--- src/rtl/rob_ptr_ctrl_pkg.sv ---
// Shared ROB sizing, index/count types and ring-index helpers.
package rob_pkg;

  localparam int ROB_SIZE  = 40;
  localparam int ROB_IDX_W = 6;

  typedef logic [ROB_IDX_W-1:0] rob_idx_t;
  typedef logic [ROB_IDX_W:0]   rob_cnt_t;

  // Ring successor: wraps at ROB_SIZE, not at 2^ROB_IDX_W.
  function automatic rob_idx_t rob_inc(input rob_idx_t idx);
    return (idx == rob_idx_t'(ROB_SIZE - 1)) ? '0 : idx + rob_idx_t'(1);
  endfunction

  // Number of entries from 'from' (inclusive) up to 'to' (exclusive) around the ring.
  function automatic rob_cnt_t rob_dist(input rob_idx_t from, input rob_idx_t to);
    logic signed [ROB_IDX_W+1:0] d;
    d = $signed({2'b00, to}) - $signed({2'b00, from});
    if (d < 0) d = d + $signed((ROB_IDX_W+2)'(ROB_SIZE));
    return d[ROB_IDX_W:0];
  endfunction

endpackage

--- src/rtl/rob_ptr_ctrl_if.sv ---
// Dispatch / commit / flush handshake bundle between the pipeline and the ROB pointer controller.
interface rob_ptr_ctrl_if #(
  parameter int ROB_IDX_W = rob_pkg::ROB_IDX_W
);
  logic                 alloc_valid;
  logic                 alloc_ready;
  logic [ROB_IDX_W-1:0] alloc_idx;
  logic                 commit_valid;
  logic                 commit_ready;
  logic [ROB_IDX_W-1:0] commit_idx;
  logic                 flush_valid;
  logic [ROB_IDX_W-1:0] flush_idx;

  modport master (
    output alloc_valid, commit_valid, flush_valid, flush_idx,
    input  alloc_ready, alloc_idx, commit_ready, commit_idx
  );

  modport slave (
    input  alloc_valid, commit_valid, flush_valid, flush_idx,
    output alloc_ready, alloc_idx, commit_ready, commit_idx
  );
endinterface

--- src/rtl/rob_idx_counter.sv ---
// Ring index register wrapping at ROB_SIZE; synchronous load wins over increment.
module rob_idx_counter #(
  parameter int ROB_SIZE  = rob_pkg::ROB_SIZE,
  parameter int ROB_IDX_W = rob_pkg::ROB_IDX_W
) (
  input  logic                 clk,
  input  logic                 reset,
  input  logic                 inc,
  input  logic                 load,
  input  logic [ROB_IDX_W-1:0] load_val,
  output logic [ROB_IDX_W-1:0] idx
);
  import rob_pkg::*;

  localparam logic [ROB_IDX_W-1:0] LAST_IDX = ROB_IDX_W'(ROB_SIZE - 1);

  always_ff @(posedge clk) begin
    if (reset) begin
      idx <= '0;
    end else if (load) begin
      idx <= load_val;
    end else if (inc) begin
      idx <= (idx == LAST_IDX) ? '0 : idx + ROB_IDX_W'(1);
    end
  end

endmodule

--- src/rtl/rob_ptr_ctrl.sv ---
// ROB head/tail/occupancy controller: one alloc and one commit per cycle, flush rolls tail back.
module rob_ptr_ctrl
  import rob_pkg::*;
#(
  parameter int ROB_SIZE  = rob_pkg::ROB_SIZE,
  parameter int ROB_IDX_W = rob_pkg::ROB_IDX_W
) (
  input  logic                 clk,
  input  logic                 reset,
  rob_ptr_ctrl_if.slave        bus,
  output logic [ROB_IDX_W-1:0] head,
  output logic [ROB_IDX_W-1:0] tail,
  output logic [ROB_IDX_W:0]   occupancy,
  output logic                 full,
  output logic                 empty
);

  localparam logic [ROB_IDX_W:0] SIZE_CNT = (ROB_IDX_W+1)'(ROB_SIZE);
  localparam logic [ROB_IDX_W:0] ONE_CNT  = (ROB_IDX_W+1)'(1);

  // Distance computed one bit wider and signed so the wrap correction is a plain add.
  function automatic logic [ROB_IDX_W:0] ring_dist(input logic [ROB_IDX_W-1:0] from,
                                                    input logic [ROB_IDX_W-1:0] to);
    logic signed [ROB_IDX_W+1:0] d;
    d = $signed({2'b00, to}) - $signed({2'b00, from});
    if (d < 0) d = d + $signed((ROB_IDX_W+2)'(ROB_SIZE));
    return d[ROB_IDX_W:0];
  endfunction

  logic               full_r;
  logic               empty_r;
  logic [ROB_IDX_W:0] occ_r;
  logic [ROB_IDX_W:0] occ_n;
  logic               alloc_fire;
  logic               commit_fire;

  assign bus.alloc_ready  = !full_r  && !bus.flush_valid;
  assign bus.commit_ready = !empty_r && !bus.flush_valid;
  assign alloc_fire       = bus.alloc_valid  && bus.alloc_ready;
  assign commit_fire      = bus.commit_valid && bus.commit_ready;

  assign bus.alloc_idx  = tail;
  assign bus.commit_idx = head;
  assign occupancy      = occ_r;
  assign full           = full_r;
  assign empty          = empty_r;

  rob_idx_counter #(.ROB_SIZE(ROB_SIZE), .ROB_IDX_W(ROB_IDX_W)) u_head (
    .clk      (clk),
    .reset    (reset),
    .inc      (commit_fire),
    .load     (1'b0),
    .load_val ('0),
    .idx      (head)
  );

  rob_idx_counter #(.ROB_SIZE(ROB_SIZE), .ROB_IDX_W(ROB_IDX_W)) u_tail (
    .clk      (clk),
    .reset    (reset),
    .inc      (alloc_fire),
    .load     (bus.flush_valid),
    .load_val (bus.flush_idx),
    .idx      (tail)
  );

  always_comb begin
    occ_n = occ_r;
    if (bus.flush_valid) begin
      occ_n = ring_dist(head, bus.flush_idx);
    end else if (alloc_fire && !commit_fire) begin
      occ_n = occ_r + ONE_CNT;
    end else if (commit_fire && !alloc_fire) begin
      occ_n = occ_r - ONE_CNT;
    end
  end

  // full/empty are registered from next occupancy so the ready paths start at a flop.
  always_ff @(posedge clk) begin
    if (reset) begin
      occ_r   <= '0;
      full_r  <= 1'b0;
      empty_r <= 1'b1;
    end else begin
      occ_r   <= occ_n;
      full_r  <= (occ_n == SIZE_CNT);
      empty_r <= (occ_n == '0);
    end
  end

endmodule
--- src/flat_wrapper.sv ---
// flat-port wrapper written by rule: the top's interface ports become plain ports
module rob_ptr_ctrl_flat import rob_pkg::*;
#(
  parameter int ROB_SIZE  = rob_pkg::ROB_SIZE,
  parameter int ROB_IDX_W = rob_pkg::ROB_IDX_W
)
  (clk, reset, head, tail, occupancy, full, empty, bus_alloc_valid, bus_commit_valid, bus_flush_valid, bus_flush_idx, bus_alloc_ready, bus_alloc_idx, bus_commit_ready, bus_commit_idx);
  rob_ptr_ctrl_if #(.ROB_IDX_W(ROB_IDX_W)) bus_i ();
  input  logic clk;
  input  logic reset;
  output logic [ROB_IDX_W-1:0] head;
  output logic [ROB_IDX_W-1:0] tail;
  output logic [ROB_IDX_W:0] occupancy;
  output logic full;
  output logic empty;
  input wire logic [$bits(bus_i.alloc_valid)-1:0] bus_alloc_valid;
  input wire logic [$bits(bus_i.commit_valid)-1:0] bus_commit_valid;
  input wire logic [$bits(bus_i.flush_valid)-1:0] bus_flush_valid;
  input wire logic [$bits(bus_i.flush_idx)-1:0] bus_flush_idx;
  output wire logic [$bits(bus_i.alloc_ready)-1:0] bus_alloc_ready;
  output wire logic [$bits(bus_i.alloc_idx)-1:0] bus_alloc_idx;
  output wire logic [$bits(bus_i.commit_ready)-1:0] bus_commit_ready;
  output wire logic [$bits(bus_i.commit_idx)-1:0] bus_commit_idx;
  assign bus_i.alloc_valid = bus_alloc_valid;
  assign bus_i.commit_valid = bus_commit_valid;
  assign bus_i.flush_valid = bus_flush_valid;
  assign bus_i.flush_idx = bus_flush_idx;
  assign bus_alloc_ready = bus_i.alloc_ready;
  assign bus_alloc_idx = bus_i.alloc_idx;
  assign bus_commit_ready = bus_i.commit_ready;
  assign bus_commit_idx = bus_i.commit_idx;
  rob_ptr_ctrl #(.ROB_SIZE(ROB_SIZE), .ROB_IDX_W(ROB_IDX_W)) u_core (.clk(clk), .reset(reset), .bus(bus_i), .head(head), .tail(tail), .occupancy(occupancy), .full(full), .empty(empty));
endmodule
--- config.mk ---
export PLATFORM = sky130hd
export DESIGN_NAME = rob_ptr_ctrl_flat
export DESIGN_NICKNAME = d
export VERILOG_FILES = /design/src/rtl/rob_ptr_ctrl_pkg.sv /design/src/rtl/rob_ptr_ctrl_if.sv /design/src/rtl/rob_idx_counter.sv /design/src/rtl/rob_ptr_ctrl.sv /design/src/flat_wrapper.sv
export SDC_FILE = /design/constraint.sdc
export NUM_CORES = 1
export LEC_CHECK = 0
export CORE_MARGIN = 2
export CORE_UTILIZATION = 44
export CTS_CLUSTER_DIAMETER = 30
export DETAILED_ROUTE_END_ITERATION = 12
export PLACE_DENSITY = 0.77
export SYNTH_ARGS = -nofsm -noshare
export SYNTH_HDL_FRONTEND = slang
export SYNTH_SLANG_ARGS = --single-unit
export TNS_END_PERCENT = 5
--- constraint.sdc ---
create_clock -name clk -period 2.4 [get_ports clk]
set_input_delay 0.48 -clock clk [delete_from_list [all_inputs] [get_ports clk]]
set_output_delay 0.48 -clock clk [all_outputs]
set_load 0.02 [all_outputs]
; Yosys cells after proc, flatten, opt, wreduce, memory -nomap -nowiden
; Index checks and enable logic that the tools add are counted.
[totals]
reg_bits = 21
latchBits = 0
mem_bits_rw = 0
mem_bits_ro = 0
inputBits = 11
out_inout_bits = 35
word_cells = 36
mem_count = 0
[classes]
addsub = 6
mul = 0
div_mod_pow = 0
magnitude_cmp = 1
n_eq_ne = 3
shift = 0
muxes = 8
bitwise = 0
reduce_logical = 13
[op_table]
columns = op, n
row1 = 7-bit two-way mux, 4
row2 = 6-bit two-way mux, 4
row3 = 6-bit by 1-bit adder with 6-bit output (second input constant), 2
row4 = 6-bit equality test (second input constant), 2
row5 = 7-bit by 1-bit adder with 7-bit output (second input constant), 1
row6 = 7-bit adder (second input constant), 1
row7 = 7-bit by 6-bit equality test with 1-bit output (second input constant), 1
row8 = 7-bit zero test, 1
row9 = 7-bit by 1-bit less-than comparator with 1-bit output (second input constant), 1
row10 = 6-bit by 6-bit subtractor with 7-bit output, 1
row11 = 7-bit by 1-bit subtractor with 7-bit output (second input constant), 1
row12 = 1-bit logical AND, 6
row13 = 1-bit zero test, 5
row14 = 2-bit nonzero test, 1

; Logic depth before layout (Yosys ltp)
[depth]
ltp_word = 9
depth_mapped = 11
mapped_depth_nobuf = 11

; By module
; From an unflattened synthesis, not the netlist that was laid out.
[unflattened]
cells_unflattened = 218
hier_area_um2 = 1773.0
[by_module_without_submodules]
columns = module, n_inst, cells_each, area_per_inst_um2, seq_area_each_um2
row1 = rob_ptr_ctrl, 1, 138, 1069.8, 180.2
row2 = rob_idx_counter, 2, 40, 351.6, 120.1

; Worst setup path before layout
; Ideal clock, no wire load.
[synth_timing]
path_type = reg-to-reg
startpoint = reg u_core.u_head.idx[1]
endpoint = reg u_core.empty_r, in the netlist u_core.empty
setup_ns = 0.116
arrival_ns = 2.406
required_ns = 2.284
setup_slack_ns = -0.122
stages_incl_launch_ff = 10
n_path_buf = 0
period_less_slack_ns = 2.522
cell_sequence = dfxtp_1 > inv_1 > ha_1 > and2b_2 > o221ai_1 > or4b_1 > o311ai_0 > nand2_1 > o221a_2 > a31o_2
[synth_via]
elab_chain_len = 5
elab_cells_between_ends = 6
classes_between = 2 x add/sub / 1 x order compare / 2 x mux / 1 x reduce/logical
[synth_lines]
columns = element, line
row1 = "start, declared", rob_idx_counter.sv:11  ; output logic [ROB_IDX_W-1:0] idx
row2 = "start signal, assigned", rob_idx_counter.sv:21  ; idx <= load_val;
row3 = "start signal, assigned", rob_idx_counter.sv:23  ; idx <= (idx == LAST_IDX) ? '0 : idx + ROB_IDX_W'(1);
row4 = 6-bit by 6-bit subtractor with 7-bit output *, rob_ptr_ctrl.sv:25  ; d = $signed({2'b00, to}) - $signed({2'b00, from});
row5 = 7-bit adder or 7-bit by 1-bit less-than comparator with 1-bit output (tied branches), rob_ptr_ctrl.sv:26  ; if (d < 0) d = d + $signed((ROB_IDX_W+2)'(ROB_SIZE));
row6 = 7-bit two-way mux *, rob_ptr_ctrl.sv:26
row7 = 7-bit two-way mux *, rob_ptr_ctrl.sv:68  ; if (bus.flush_valid) begin
row8 = 7-bit zero test *, rob_ptr_ctrl.sv:86  ; empty_r <= (occ_n == '0);
row9 = "end signal, assigned", rob_ptr_ctrl.sv:86
row10 = "end, declared", rob_ptr_ctrl.sv:31  ; logic empty_r;
; Every way passes the cells marked *; elsewhere a longest branch is shown, timed or not.
; A chain may end at the register's enable or synchronous reset.

; Final worst setup path
; Same ends and word-level chain as after synthesis.

==> flow_metrics.tcl <==
set metrics [dict create \
    cellPowerDensity_nw_per_um2 412 \
    whs_ns 0.487 \
    fin_crit_sh_pct 105 \
    vias 1823 \
    htreeDepth 1 \
    ys.flop_type "dfxtp_1" \
    rr_worst_depth 10 \
    startpoint_type "flop" \
    grt_pass1_vias 1665 \
    timing.rr.end "u_core.empty" \
    core_um2 3660 \
    layout_commonest_cell "buf_4" \
    rows 22 \
    io_buffers 45 \
    peakVddDrop_uv 189 \
    slowest_stage "dfxtp_2" \
    syn_nets 231 \
    synthToLayoutAreaGrowth_pct 56.2 \
    setup_viol 2 \
    ant_nets 0 \
    syn-cell-area_um2 1670 \
    crit_required_ns 2.57 \
    slew_violations 0 \
    async_reset_ff_share_pct 0 \
    cts-root-buf "clkbuf_8" \
    syn_area_per_cell_um2 8.00 \
    max_cap_viol_count 0 \
    status "finished with violations" \
    max_slew_margin_pct 67.6 \
    tightest_slew_ns 0.483 \
    drt_iter0_markers 55 \
    antenna_found_initial 0 \
    insertion_delay_ns 0.27 \
    drc 0 \
    wl_um 5110 \
    critPathKind "flop to flop" \
    hold_buffers 0 \
    final_nets 307 \
    leakage_nw 1.06 \
    power_mw 1.07 \
    overflow 0 \
    yosysSeqAreaShare_pct 25.1 \
    finalWeightedCongestion 0.865 \
    worstPathArrival_ns 2.69 \
    routedWlPerCell_um 15.4 \
    die-area_um2 4310 \
    drive_gt1_share_pct 30.6 \
    hold_class "input pin to flop" \
    firstDrtPassIters 4 \
    worstReg2RegStart "u_core.u_head.idx[1]" \
    rsz0062_at_grt "yes" \
    critical_path.top_delay_family "simple AND/OR/NAND/NOR gates" \
    cp_cell_sequence "inv_2, ha_1, and2b_2, buf_4, o22ai_1, xnor2_1, nor4bb_1, o21ai_1, and4_1, a31o_2" \
    r2r_slack_ns -0.12 \
    finalHoldViolCount 0 \
    mostFrequentLayoutCells "buf_4 (45), clkdlybuf4s50_1 (36), nor2_1 (25)" \
    setup_ws_ns -0.123 \
    crit_fanout 4 \
    path_clk_slew_ns 0.08 \
    min_from "bus_flush_idx[0]" \
    hold_end "u_core.u_tail.idx[0]" \
    die_y_um 65.6 \
    clock-sinks 21 \
    synth_edf_count 0 \
    ys_seq_elements 21 \
    cts_tree "yes" \
    violations "setup timing" \
    viasPerCell 5.49 \
    die_x_um 65.6 \
    crit_buf_inv 2 \
    crit_path_max_incr_delay_ns 0.35 \
    synth-warning-count 0 \
    boundaryPins 46 \
    max_freq_mhz 396 \
    endpoint_kind "flop" \
    synth.distinct_cells 55 \
    numCtsBuffers 3 \
    diodes 0 \
    hpwlAfterDp_um 3420 \
    gr-usage-all-layers_pct 22.9 \
    hold-path-cell-count 3 \
    clockBufferDepth 2 \
    grt_start_max_net_pins 16 \
    fin_skew_ns 0.00126 \
    grt_pass1_wl_um 7560 \
    syn-instance-count 209 \
    initial_core_util_pct 45.7 \
    fin_crit_ns 2.52 \
]
registers in the layout, indices dropped and copies added, names as in the netlist:
name / count
u_core.u_tail.idx: 6
u_core.occupancy: 7
u_core.full: 1
u_core.empty: 1
u_core.u_head.idx: 6
timing repair:
action,CTS,global route
hold endpoints to repair,0,0
setup endpoints to repair,7,5
buffers inserted,4,4
pin swaps,11,13
resized for setup,26,20
gates cloned,0,0
Yosys cell counts, types with 2 or more instances:
cell,count,area (um^2)
a21oi_1,13,65.1
a221oi_1,2,17.5
a311oi_1,2,17.5
and2_1,4,25.0
and3_1,2,12.5
buf_1,3,11.3
buf_2,2,10.0
buf_4,12,90.1
buf_6,2,22.5
clkbuf_1,2,7.51
dfxtp_1,21,420
ha_1,10,125
inv_1,13,48.8
mux2i_1,2,20.0
nand2_1,14,52.6
nand2b_1,3,18.8
nand3_1,6,30.0
nand3b_1,2,15.0
nand4_1,6,37.5
nor2_1,25,93.8
nor2b_1,5,31.3
nor3_1,3,15.0
nor4_1,2,12.5
nor4bb_1,2,20.0
o211ai_1,2,15.0
o21ai_0,4,20.0
or3_1,2,12.5
xnor2_1,14,123
xor2_1,3,26.3
cell type report:
type	instances	area (um^2)
Fill cell	277	1050
Timing Repair Buffer	92	807
Multi-Input combinational cell	154	1230
Inverter	13	48.8
Clock buffer	4	45.0
Sequential cell	21	424
Tap cell	48	60.1
worst reg2reg max path: stages, from the launching register on:
cell and delay [ns]:
dfxtp_2 0.35, inv_2 0.05, ha_1 0.29, and2b_2 0.21
buf_4 0.13, o22ai_1 0.22, xnor2_1 0.29, nor4bb_1 0.27
o21ai_1 0.12, and4_1 0.22, a31o_2 0.26
per-layer routing:
metal | global-route usage [%] | wire (um) | vias up
met1 | 27.6 | 2160 | 861
met5 | 0 | 0 | -
met3 | 3.08 | 265 | 20
met2 | 40.0 | 2490 | 71
li1 | - | - | 871
met4 | 9.90 | 196 | 0
worst max-delay path by stage:
stage	start	endpoint	slack, ns	cells after the start
floorplan	u_core.u_head.idx[1]	u_core.empty	0.001	9
CTS	bus_flush_idx[0]	u_core.empty	-0.11	12
detailed placement	bus_flush_idx[0]	u_core.full	-0.64	11
global route	u_core.u_head.idx[1]	u_core.empty	-0.16	11
global placement	bus_flush_idx[0]	u_core.full	-0.61	11
finish	u_core.u_head.idx[1]	u_core.empty	-0.12	10
stage by stage:
stage	setup TNS (ns)	std cells	instance area (um^2)	util (%)	setup WS, ns
finish	-0.192	332	2610	71.3	-0.123
floorplan	0	209	1680	-	0.00125
global route	-0.434	332	2610	71.3	-0.163
detailed placement	-3.06	320	2340	63.9	-0.645
global placement	-2.84	320	2340	63.9	-0.605
CTS	-0.273	328	2500	68.4	-0.105
cell families (layout without fill, tap and decap cells):
kind of cell	after synthesis	count (layout)	synth area share (%)
mux	3	3	1.87
buf+inv	34	109	11.4
compound gates	37	37	15.8
xor+xnor	17	17	8.91
fa+ha+maj	11	11	8.68
simple gates	86	86	28.2
flops	21	21	25.1
report_power, final:
| group | switching [mW] | total (mW) | internal (mW) |
|---|---|---|---|
| logic | 0.205 | 0.425 | 0.220 |
| registers | 0.0354 | 0.405 | 0.369 |
| clock network | 0.126 | 0.245 | 0.119 |
| total | 0.366 | 1.07 | 0.708 |
Power figures use the tool's default switching activity.
